$ cat config.mk
export PLATFORM = sky130hd
export DESIGN_NAME = ex_muldiv
export DESIGN_NICKNAME = d
export VERILOG_FILES = /design/src/rtl/riscv_pkg.sv /design/src/rtl/muldiv_div_iter.sv /design/src/rtl/ex_muldiv.sv
export SDC_FILE = /design/constraint.sdc
export NUM_CORES = 2
export LEC_CHECK = 0
export ABC_AREA = 0
export BUFFER_PORTS_ARGS = -buffer_cell sky130_fd_sc_hd__buf_2
export CAP_MARGIN = 10
export CORE_MARGIN = 2
export CORE_UTILIZATION = 35
export DETAILED_ROUTE_END_ITERATION = 10
export GPL_TIMING_DRIVEN = 0
export HOLD_SLACK_MARGIN = 0.1
export PLACE_DENSITY = 0.61
export SLEW_MARGIN = 20
export SYNTH_ARGS = -nofsm -noshare
export SYNTH_HDL_FRONTEND = slang
export SYNTH_SLANG_ARGS = --single-unit
$ cat constraint.sdc
create_clock -name clk -period 9.05 [get_ports clk]
set_clock_uncertainty 0.1 [all_clocks]
set_input_delay 0.4525 -clock clk [delete_from_list [all_inputs] [get_ports clk]]
set_output_delay 0.4525 -clock clk [all_outputs]
set_load 0.05 [all_outputs]
$ cat src/rtl/riscv_pkg.sv
// Shared RV32M multiply/divide types and constants.
// Holds opcode/state enums and the divide special-case helpers.
package riscv_pkg;

  typedef enum logic [2:0] {
    OP_MUL    = 3'b000,
    OP_MULH   = 3'b001,
    OP_MULHSU = 3'b010,
    OP_MULHU  = 3'b011,
    OP_DIV    = 3'b100,
    OP_DIVU   = 3'b101,
    OP_REM    = 3'b110,
    OP_REMU   = 3'b111
  } muldiv_op_e;

  typedef enum logic [2:0] {
    S_IDLE,
    S_MUL,
    S_DIV,
    S_FIXUP,
    S_DONE
  } muldiv_state_e;

  localparam logic [6:0] FUNCT7_MULDIV = 7'b0000001;
  localparam int DIV_ITERS = 32;

  // Divide by zero, or signed INT_MIN / -1.
  function automatic logic div_special(
    input logic [2:0]  op,
    input logic [31:0] a,
    input logic [31:0] b
  );
    return op[2] && ((b == 32'd0) ||
      (!op[0] && a == 32'h8000_0000 &&
       b == 32'hFFFF_FFFF));
  endfunction

  // op[1] selects remainder; op[0] selects unsigned.
  function automatic logic [31:0] div_special_res(
    input logic [2:0]  op,
    input logic [31:0] a,
    input logic [31:0] b
  );
    if (b == 32'd0)
      return op[1] ? a : 32'hFFFF_FFFF;
    return op[1] ? 32'd0 : 32'h8000_0000;
  endfunction

endpackage

$ cat src/rtl/muldiv_div_iter.sv
// Restoring radix-2 divider on unsigned magnitudes.
// start loads operands, step retires one quotient bit, last flags bit 31.
module muldiv_div_iter
  import riscv_pkg::*;
#(
  parameter int XLEN = 32
) (
  input  logic            clk,
  input  logic            rst,
  input  logic            clear,
  input  logic            start,
  input  logic            step,
  input  logic [XLEN-1:0] dividend,
  input  logic [XLEN-1:0] divisor,
  output logic [XLEN-1:0] quotient,
  output logic [XLEN-1:0] remainder,
  output logic            last
);

  localparam int CW = $clog2(DIV_ITERS);

  logic [CW-1:0]   cnt;
  logic [XLEN-1:0] quo_q;
  logic [XLEN-1:0] rem_q;
  logic [XLEN-1:0] dvs_q;
  logic [XLEN:0]   sh;
  logic            ge;

  // Partial remainder shifted left with the next dividend bit.
  assign sh = {rem_q, quo_q[XLEN-1]};
  assign ge = sh >= {1'b0, dvs_q};

  assign last      = cnt == CW'(DIV_ITERS - 1);
  assign quotient  = quo_q;
  assign remainder = rem_q;

  always_ff @(posedge clk or posedge rst) begin
    if (rst) begin
      cnt   <= '0;
      quo_q <= '0;
      rem_q <= '0;
      dvs_q <= '0;
    end else if (clear) begin
      cnt <= '0;
    end else if (start) begin
      cnt   <= '0;
      quo_q <= dividend;
      rem_q <= '0;
      dvs_q <= divisor;
    end else if (step) begin
      rem_q <= ge ? XLEN'(sh - {1'b0, dvs_q})
                  : sh[XLEN-1:0];
      quo_q <= {quo_q[XLEN-2:0], ge};
      cnt   <= cnt + CW'(1);
    end
  end

endmodule

$ cat src/rtl/ex_muldiv.sv
// EX-stage RV32M unit: 2-cycle multiply, 34-cycle divide/remainder.
// Ports: valid/funct3/rs1_val/rs2_val/rd in; busy, done, result, result_rd out.
module ex_muldiv
  import riscv_pkg::*;
#(
  parameter int XLEN      = 32,
  parameter bit EARLY_OUT = 1'b1
) (
  input  logic            clk,
  input  logic            rst,
  input  logic            flush,
  input  logic            valid,
  input  logic [2:0]      funct3,
  input  logic [XLEN-1:0] rs1_val,
  input  logic [XLEN-1:0] rs2_val,
  input  logic [4:0]      rd,
  output logic            busy,
  output logic            done,
  output logic [XLEN-1:0] result,
  output logic [4:0]      result_rd
);

  muldiv_state_e state, state_nx;
  muldiv_op_e    op_q;
  logic [2:0]      op_b;
  logic [XLEN-1:0] a_q, b_q;
  logic [4:0]      rd_q;

  logic accept, is_div_in, sgn_in, special_in;
  logic div_start, div_step, div_last;
  logic [XLEN-1:0] mag_a, mag_b, quo, rem;
  logic [XLEN-1:0] mul_res, fix_res;
  logic [XLEN:0]   a33, b33;
  logic [63:0]     prod;
  logic            q_neg, r_neg;

  assign op_b       = op_q;
  assign accept     = state == S_IDLE && valid && !flush;
  assign is_div_in  = funct3[2];
  assign sgn_in     = !funct3[0];
  assign special_in = EARLY_OUT &&
    div_special(funct3, rs1_val, rs2_val);

  // The divider works on magnitudes; signs are restored in FIXUP.
  assign mag_a = (sgn_in && rs1_val[XLEN-1]) ? -rs1_val : rs1_val;
  assign mag_b = (sgn_in && rs2_val[XLEN-1]) ? -rs2_val : rs2_val;

  always_ff @(posedge clk or posedge rst) begin
    if (rst) state <= S_IDLE;
    else     state <= state_nx;
  end

  always_comb begin
    state_nx = state;
    if (flush) begin
      state_nx = S_IDLE;
    end else begin
      unique case (state)
        S_IDLE:
          if (valid)
            state_nx = !is_div_in ? S_MUL :
                       special_in ? S_DONE : S_DIV;
        S_MUL:   state_nx = S_DONE;
        S_DIV:   if (div_last) state_nx = S_FIXUP;
        S_FIXUP: state_nx = S_DONE;
        S_DONE:  state_nx = S_IDLE;
        default: state_nx = S_IDLE;
      endcase
    end
  end

  always_comb begin
    busy = accept ||
      state inside {S_MUL, S_DIV, S_FIXUP};
    done      = state == S_DONE && !flush;
    div_start = accept && is_div_in;
    div_step  = state == S_DIV && !flush;
  end

  always_ff @(posedge clk or posedge rst) begin
    if (rst) begin
      op_q <= OP_MUL;
      a_q  <= '0;
      b_q  <= '0;
      rd_q <= '0;
    end else if (accept) begin
      op_q <= muldiv_op_e'(funct3);
      a_q  <= rs1_val;
      b_q  <= rs2_val;
      rd_q <= rd;
    end
  end

  // 33x33 signed product covers all four multiply flavours.
  assign a33 = {(op_q != OP_MULHU) & a_q[XLEN-1], a_q};
  assign b33 = {(op_q == OP_MUL || op_q == OP_MULH) & b_q[XLEN-1], b_q};
  assign prod = 64'($signed(a33) * $signed(b33));
  assign mul_res = (op_q == OP_MUL) ? prod[31:0] : prod[63:32];

  muldiv_div_iter #(.XLEN(XLEN)) u_div (
    .clk       (clk),
    .rst       (rst),
    .clear     (flush),
    .start     (div_start),
    .step      (div_step),
    .dividend  (mag_a),
    .divisor   (mag_b),
    .quotient  (quo),
    .remainder (rem),
    .last      (div_last)
  );

  // Divide-by-zero still needs overriding when iterated.
  assign q_neg = !op_b[0] && (a_q[XLEN-1] ^ b_q[XLEN-1]);
  assign r_neg = !op_b[0] && a_q[XLEN-1];

  always_comb begin
    if (div_special(op_b, a_q, b_q))
      fix_res = div_special_res(op_b, a_q, b_q);
    else if (op_b[1])
      fix_res = r_neg ? -rem : rem;
    else
      fix_res = q_neg ? -quo : quo;
  end

  always_ff @(posedge clk or posedge rst) begin
    if (rst) begin
      result    <= '0;
      result_rd <= '0;
    end else if (accept && is_div_in && special_in) begin
      result    <= div_special_res(funct3, rs1_val, rs2_val);
      result_rd <= rd;
    end else if (!flush && state == S_MUL) begin
      result    <= mul_res;
      result_rd <= rd_q;
    end else if (!flush && state == S_FIXUP) begin
      result    <= fix_res;
      result_rd <= rd_q;
    end
  end

endmodule

# ---- Word level (Yosys, flattened, before mapping)
# Cells that the tools add are included.
dict set report word_totals {
  reg_bits 213
  output_inout_bits 39
}
dict set report classes {
  add_sub_neg 6
  n_mul 1
  magnitude_cmp 1
  eq_ne 13
  mux 39
  bitwise 4
  reduce_logical 37
}
# cell n
set op_table {}
lappend op_table {{$mux 32} 23}
lappend op_table {{$eq 32x32->1 const B} 4}
lappend op_table {{$neg 32->32} 4}
lappend op_table {{$logic_not 32->1} 2}
lappend op_table {{$mul 33x33->64} 1}
lappend op_table {{$ge 33x32->1} 1}
lappend op_table {{$sub 32x32->32} 1}
lappend op_table {{$mux 5} 6}
lappend op_table {{$logic_and 1x1->1} 18}
lappend op_table {{$mux 3} 5}
lappend op_table {{$pmux 3 s3} 1}
lappend op_table {{$reduce_bool 3->1} 3}
lappend op_table {{$eq 3x1->1 const B} 2}
lappend op_table {{$eq 3x2->1 const B} 2}
lappend op_table {{$logic_not 3->1} 2}
lappend op_table {{$ne 3x3->1 const B} 2}
lappend op_table {{$reduce_and 2->1} 3}
lappend op_table {{$add 5x1->5 const B} 1}
lappend op_table {{$eq 5x5->1 const B} 1}
lappend op_table {{$logic_or 1x1->1} 4}
lappend op_table {{$mux 1} 4}
lappend op_table {{$eq 3x3->1 const B} 1}
lappend op_table {{$logic_not 1->1} 3}
lappend op_table {{$ne 3x2->1 const B} 1}
lappend op_table {{5 further kinds} 6}

# ---- Longest topological paths before layout
dict set report logic_depth {
  word_depth 11
  depth_mapped 33
}

# ---- By module
# Synthesis repeated with hierarchy kept, for this count alone.
dict set report hier_totals {
  hier_cells 6234
  hier_area_um2 53217.3
}
# mod n_inst cells_each area_each_um2 seq_area_each_um2
set modules_own_cells {}
lappend modules_own_cells {ex_muldiv 1 5564 47098.9 2802.7}
lappend modules_own_cells {muldiv_div_iter 1 670 6118.4 2527.4}

# ---- Worst setup path before layout
# No wires, ideal clock.
dict set report synth_path {
  kind {reg-to-reg}
  from {register op_q[0] (netlist: op_b[0])}
  to {register result[30]}
  setup_time_ns 0.134
  arrival_time_ns 8.557
  required_time_ns 8.816
  path_slack_ns 0.259
  path_stages_with_launch 30
  path_buffers 2
  cell_sequence {dfrtp_1 -> inv_1 -> or3_1 -> clkbuf_1 -> and2_0 -> clkbuf_1 -> nand2_1 -> inv_1 -> fa_1 -> inv_1 -> fa_1 -> inv_1 -> fa_1 -> inv_1 -> fa_1 -> inv_1 -> fa_1 -> fa_1 -> fa_1 -> inv_1 -> fa_1 -> inv_1 -> ha_1 -> and3_1 -> nand4_1 -> o31ai_1 -> a31oi_1 -> a211o_1 -> a31oi_1 -> o211ai_1}
}
dict set report synth_via {
  elab_chain_len 9
}
# item line
set synth_lines {}
lappend synth_lines {{start, declared} ex_muldiv.sv:24} ;# muldiv_op_e op_q;
lappend synth_lines {{start signal, assigned} ex_muldiv.sv:87} ;# op_q <= muldiv_op_e'(funct3);
lappend synth_lines {{parallel branches: the longest is 7 deep, another holds $mul 33x33->64} --}
lappend synth_lines {{$mux 32 *} ex_muldiv.sv:133} ;# end else if (!flush && state == S_MUL) begin
lappend synth_lines {{$mux 32 *} ex_muldiv.sv:130} ;# end else if (accept && is_div_in && special_in) begin
lappend synth_lines {{end signal, assigned} ex_muldiv.sv:131} ;# result <= div_special_res(funct3, rs1_val, rs2_val);
lappend synth_lines {{end signal, assigned} ex_muldiv.sv:134} ;# result <= mul_res;
lappend synth_lines {{end signal, assigned} ex_muldiv.sv:137} ;# result <= fix_res;
lappend synth_lines {{end, declared} ex_muldiv.sv:19} ;# output logic [XLEN-1:0] result,
# Mark *: on every way between the ends. The select of a mux whose other input is x is not followed.
# A chain may end at the register's enable or synchronous reset.

# ---- Final worst setup path
dict set report layout_path {
  from {register a_q[14]}
  to {register result[24]}
}
dict set report layout_via {
  elab_chain_len 9
}
# item line
set layout_lines {}
lappend layout_lines {{start, declared} ex_muldiv.sv:26} ;# logic [XLEN-1:0] a_q, b_q;
lappend layout_lines {{start signal, assigned} ex_muldiv.sv:88} ;# a_q <= rs1_val;
lappend layout_lines {{parallel branches: the longest is 7 deep, another holds $mul 33x33->64} --}
lappend layout_lines {{$mux 32 *} ex_muldiv.sv:133}
lappend layout_lines {{$mux 32 *} ex_muldiv.sv:130}
# Marks and branches as above.

==> results.sh <==
export IMPL_cts_root_buf="clkbuf_16"
export IMPL_cts_tree="done"
export IMPL_antenna_found_initial=29
export IMPL_fin_crit_sh_pct=101
export IMPL_rr_startpoint="a_q[14]"
export IMPL_ys_seq_area_share_pct=10.1
export IMPL_final_hold_viol_count=0
export IMPL_fmax_ghz=0.110
export IMPL_rr_endpoint="result[24]"
export IMPL_fillers=15477
export IMPL_setup_ws_ns=-0.0805
export IMPL_synth_top_cell_by_area="fa_1"
export IMPL_grt_ovfl_total=0
export IMPL_hp_class="in2reg"
export IMPL_ys_flop_type="dfrtp_1"
export IMPL_critical_path_slowest_cell="dfrtp_2"
export IMPL_synth_cell_type_count=87
export IMPL_drc=0
export IMPL_endpoint_kind="flip-flop"
export IMPL_r2r_cells=27
export IMPL_die_height_um=392
export IMPL_rsz0062_at_grt="true"
export IMPL_finalMaxSlewViolations=0
export IMPL_ctsHtreeMaxLevel=1
export IMPL_cp_startpoint="a_q[14]"
export IMPL_avgSynthCellArea_um2=8.60
export IMPL_crit_type="reg2reg"
export IMPL_max_slew_margin_pct=23.5
export IMPL_io_pins=115
export IMPL_place_congestion=1.03
export IMPL_violations="negative setup slack"
export IMPL_cts_buffers=26
export IMPL_coreArea_um2=150000
export IMPL_clk_latency_ns=0.58
export IMPL_clk_path_buf_depth=3
export IMPL_required_ns=9.40
export IMPL_crit_path_start_kind="flip-flop"
export IMPL_via_count=45188
export IMPL_synthesis_instances=6128
export IMPL_tns_ns=-0.0971
export IMPL_grt_usage_pct=29.4
export IMPL_critical_path_most_common_cell="fa_1"
export IMPL_ys_async_sr_fraction_pct=100
export IMPL_io_buffers=108
export IMPL_initial_utilization_pct=35.2
export IMPL_final_util_pct=38.8
export IMPL_synth_common_cells="inv_1, nand2_1, fa_1, clkbuf_1, and2_1"
export IMPL_tightestPinTransition_ns=1.15
export IMPL_viasPerCell=5.43
export IMPL_grt_max_degree=89
export IMPL_dieArea_um2=154000
export IMPL_synth_warnings=0
export IMPL_slowest_delay_ns=0.66
export IMPL_wl_per_cell_um=26.9
export IMPL_synth_edf_count=0
export IMPL_synth_area_um2=52700
export IMPL_holdPathStages=3
export IMPL_syn_to_final_growth_pct=10.1
export IMPL_maxCapViolations=0
export IMPL_drt_initial_drc_count=4681
export IMPL_ys_ff_latch=213
export IMPL_synth_fp_nets=7582
export IMPL_grt_pass1_wl_um=324000
export IMPL_die_x_um=392
export IMPL_holdWs_ns=0.104
export IMPL_clk_pin_slew_ns=0.06
export IMPL_netlist_area_leader_share_pct=42.8
export IMPL_grt_pass1_vias=46547
export IMPL_dr_pass1_iters=5
export IMPL_holdPathEnd="u_div.quotient[20]"
export IMPL_wirelength_um=224000
export IMPL_dp_hpwl_um=185000
export IMPL_status="finished, violations left"
export IMPL_ant_nets=0
export IMPL_clock_sinks=213
export IMPL_worstHoldStart="rs1_val[20]"
export IMPL_yosys_top_cells_area="fa_1, dfrtp_1, inv_1"
export IMPL_rrSetupSlack_ns=-0.08
export IMPL_drive_above_1_share_pct=8.27
export IMPL_critical_path_arrival_ns=9.48
export IMPL_setup_violations=2
export IMPL_period_minus_slack_ns=9.13
export IMPL_rows=142
export IMPL_final_nets=7721
export IMPL_path_max_fanout=10
export IMPL_yosysMostFrequentCell="inv_1"
==> worst max-delay path by stage <==
stage               depth (start not counted)  slack (ns)          to
floorplan                                  29        0.26  result[30]
global placement                           29       -2.92  result[30]
detailed placement                         29       -2.75  result[24]
CTS                                        25       0.001  result[24]
global route                               28       -0.11  result[24]
finish                                     27       -0.08  result[24]
==> metal layers <==
| layer | GRT usage (%) | wire length, um |
|---|---|---|
| met1 | 38.7 | 87700 |
| met2 | 44.2 | 96200 |
| met3 | 6.64 | 23500 |
| met4 | 17.2 | 16600 |
| met5 | 0.159 | 114 |
==> cells by family (layout without fill, tap and decap cells) <==
| family | count (synthesis) | in the layout | synth area share, % |
|---|---|---|---|
| adder cells (fa/ha/maj) | 1378 | 1378 | 48.8 |
| XOR/XNOR | 212 | 212 | 3.52 |
| AO/OA/AOI/OAI | 765 | 765 | 8.98 |
| other | 0 | 17 | 0 |
| buffers and inverters | 1662 | 1820 | 11.9 |
| AND/OR/NAND/NOR | 1865 | 1865 | 16.0 |
| flip-flops | 213 | 213 | 10.1 |
| multiplexers | 33 | 33 | 0.644 |
==> repair_timing <==
action	4_1_cts	5_1_grt
hold buffers	33	0
resized for setup	226	173
endpoints found under the setup margin	32	23
hold endpoints to repair	75	0
setup buffers	17	5
pin swaps	10	23
==> sequential cells by signal, indices dropped and copies added, names as in the netlist <==
register / cells
u_div.dvs_q: 32
rd_q: 5
u_div.quotient: 32
result_rd: 5
op_b: 3
state: 3
u_div.cnt: 5
u_div.remainder: 32
a_q: 32
result: 32
b_q: 32
==> metrics by stage <==
stage                     area [um2]  setup slack (ns)  cells
final                          58000           -0.0805   8319
after global routing           58000            -0.105   8306
after CTS                      57600           0.00149   8304
after detailed placement       55900             -2.75   8257
after global placement         55700             -2.92   8252
after floorplan                52700             0.259   6128
==> placed cells by master (no fill, tap or decap), drive strengths merged, types with 11 or more instances in the layout <==
master       instances
a211oi              32
a21o                46
a21oi              193
a221oi              16
a22oi               29
a31oi               44
and2               280
and3                33
buf                173
clkbuf             325
dfrtp              213
diode               17
dlygate4sd3         33
fa                1126
ha                 252
inv               1277
mux2i               29
nand2             1142
nand2b              13
nand3               51
nand4               39
nor2               164
nor2b               18
nor3                38
nor4                28
o211ai              22
o21a                15
o21ai              245
o21bai              15
o22ai               12
o31ai               21
o41ai               11
or3                 12
or4                 14
xnor2              134
xor2                78
==> worst max-delay path, delay by kind of cell (launching register included) <==
| family | cells | cell delay [ns] |
|---|---|---|
| AO/OA/AOI/OAI | 9 | 2.58 |
| XOR/XNOR | 1 | 0.15 |
| adder cells (fa/ha/maj) | 9 | 4.43 |
| buffers and inverters | 7 | 0.86 |
| flip-flops | 1 | 0.66 |
| AND/OR/NAND/NOR | 1 | 0.19 |
==> area by class of cell <==
type / instances / area (um2) / share of cell area [%]
Tap cell: 2016 / 2520 / 4.35
Sequential cell: 213 / 5400 / 9.31
Buffer: 326 / 1560 / 2.70
Clock buffer: 37 / 773 / 1.33
Timing Repair Buffer: 168 / 1180 / 2.04
Clock inverter: 10 / 164 / 0.283
Antenna cell: 17 / 42.5 / 0.0734
Inverter: 1279 / 4820 / 8.32
Multi-Input combinational cell: 4253 / 41500 / 71.6
Power is left out: the tool's default activity adds up to more than one toggle a clock period on the data nets, which glitch-free logic cannot reach.
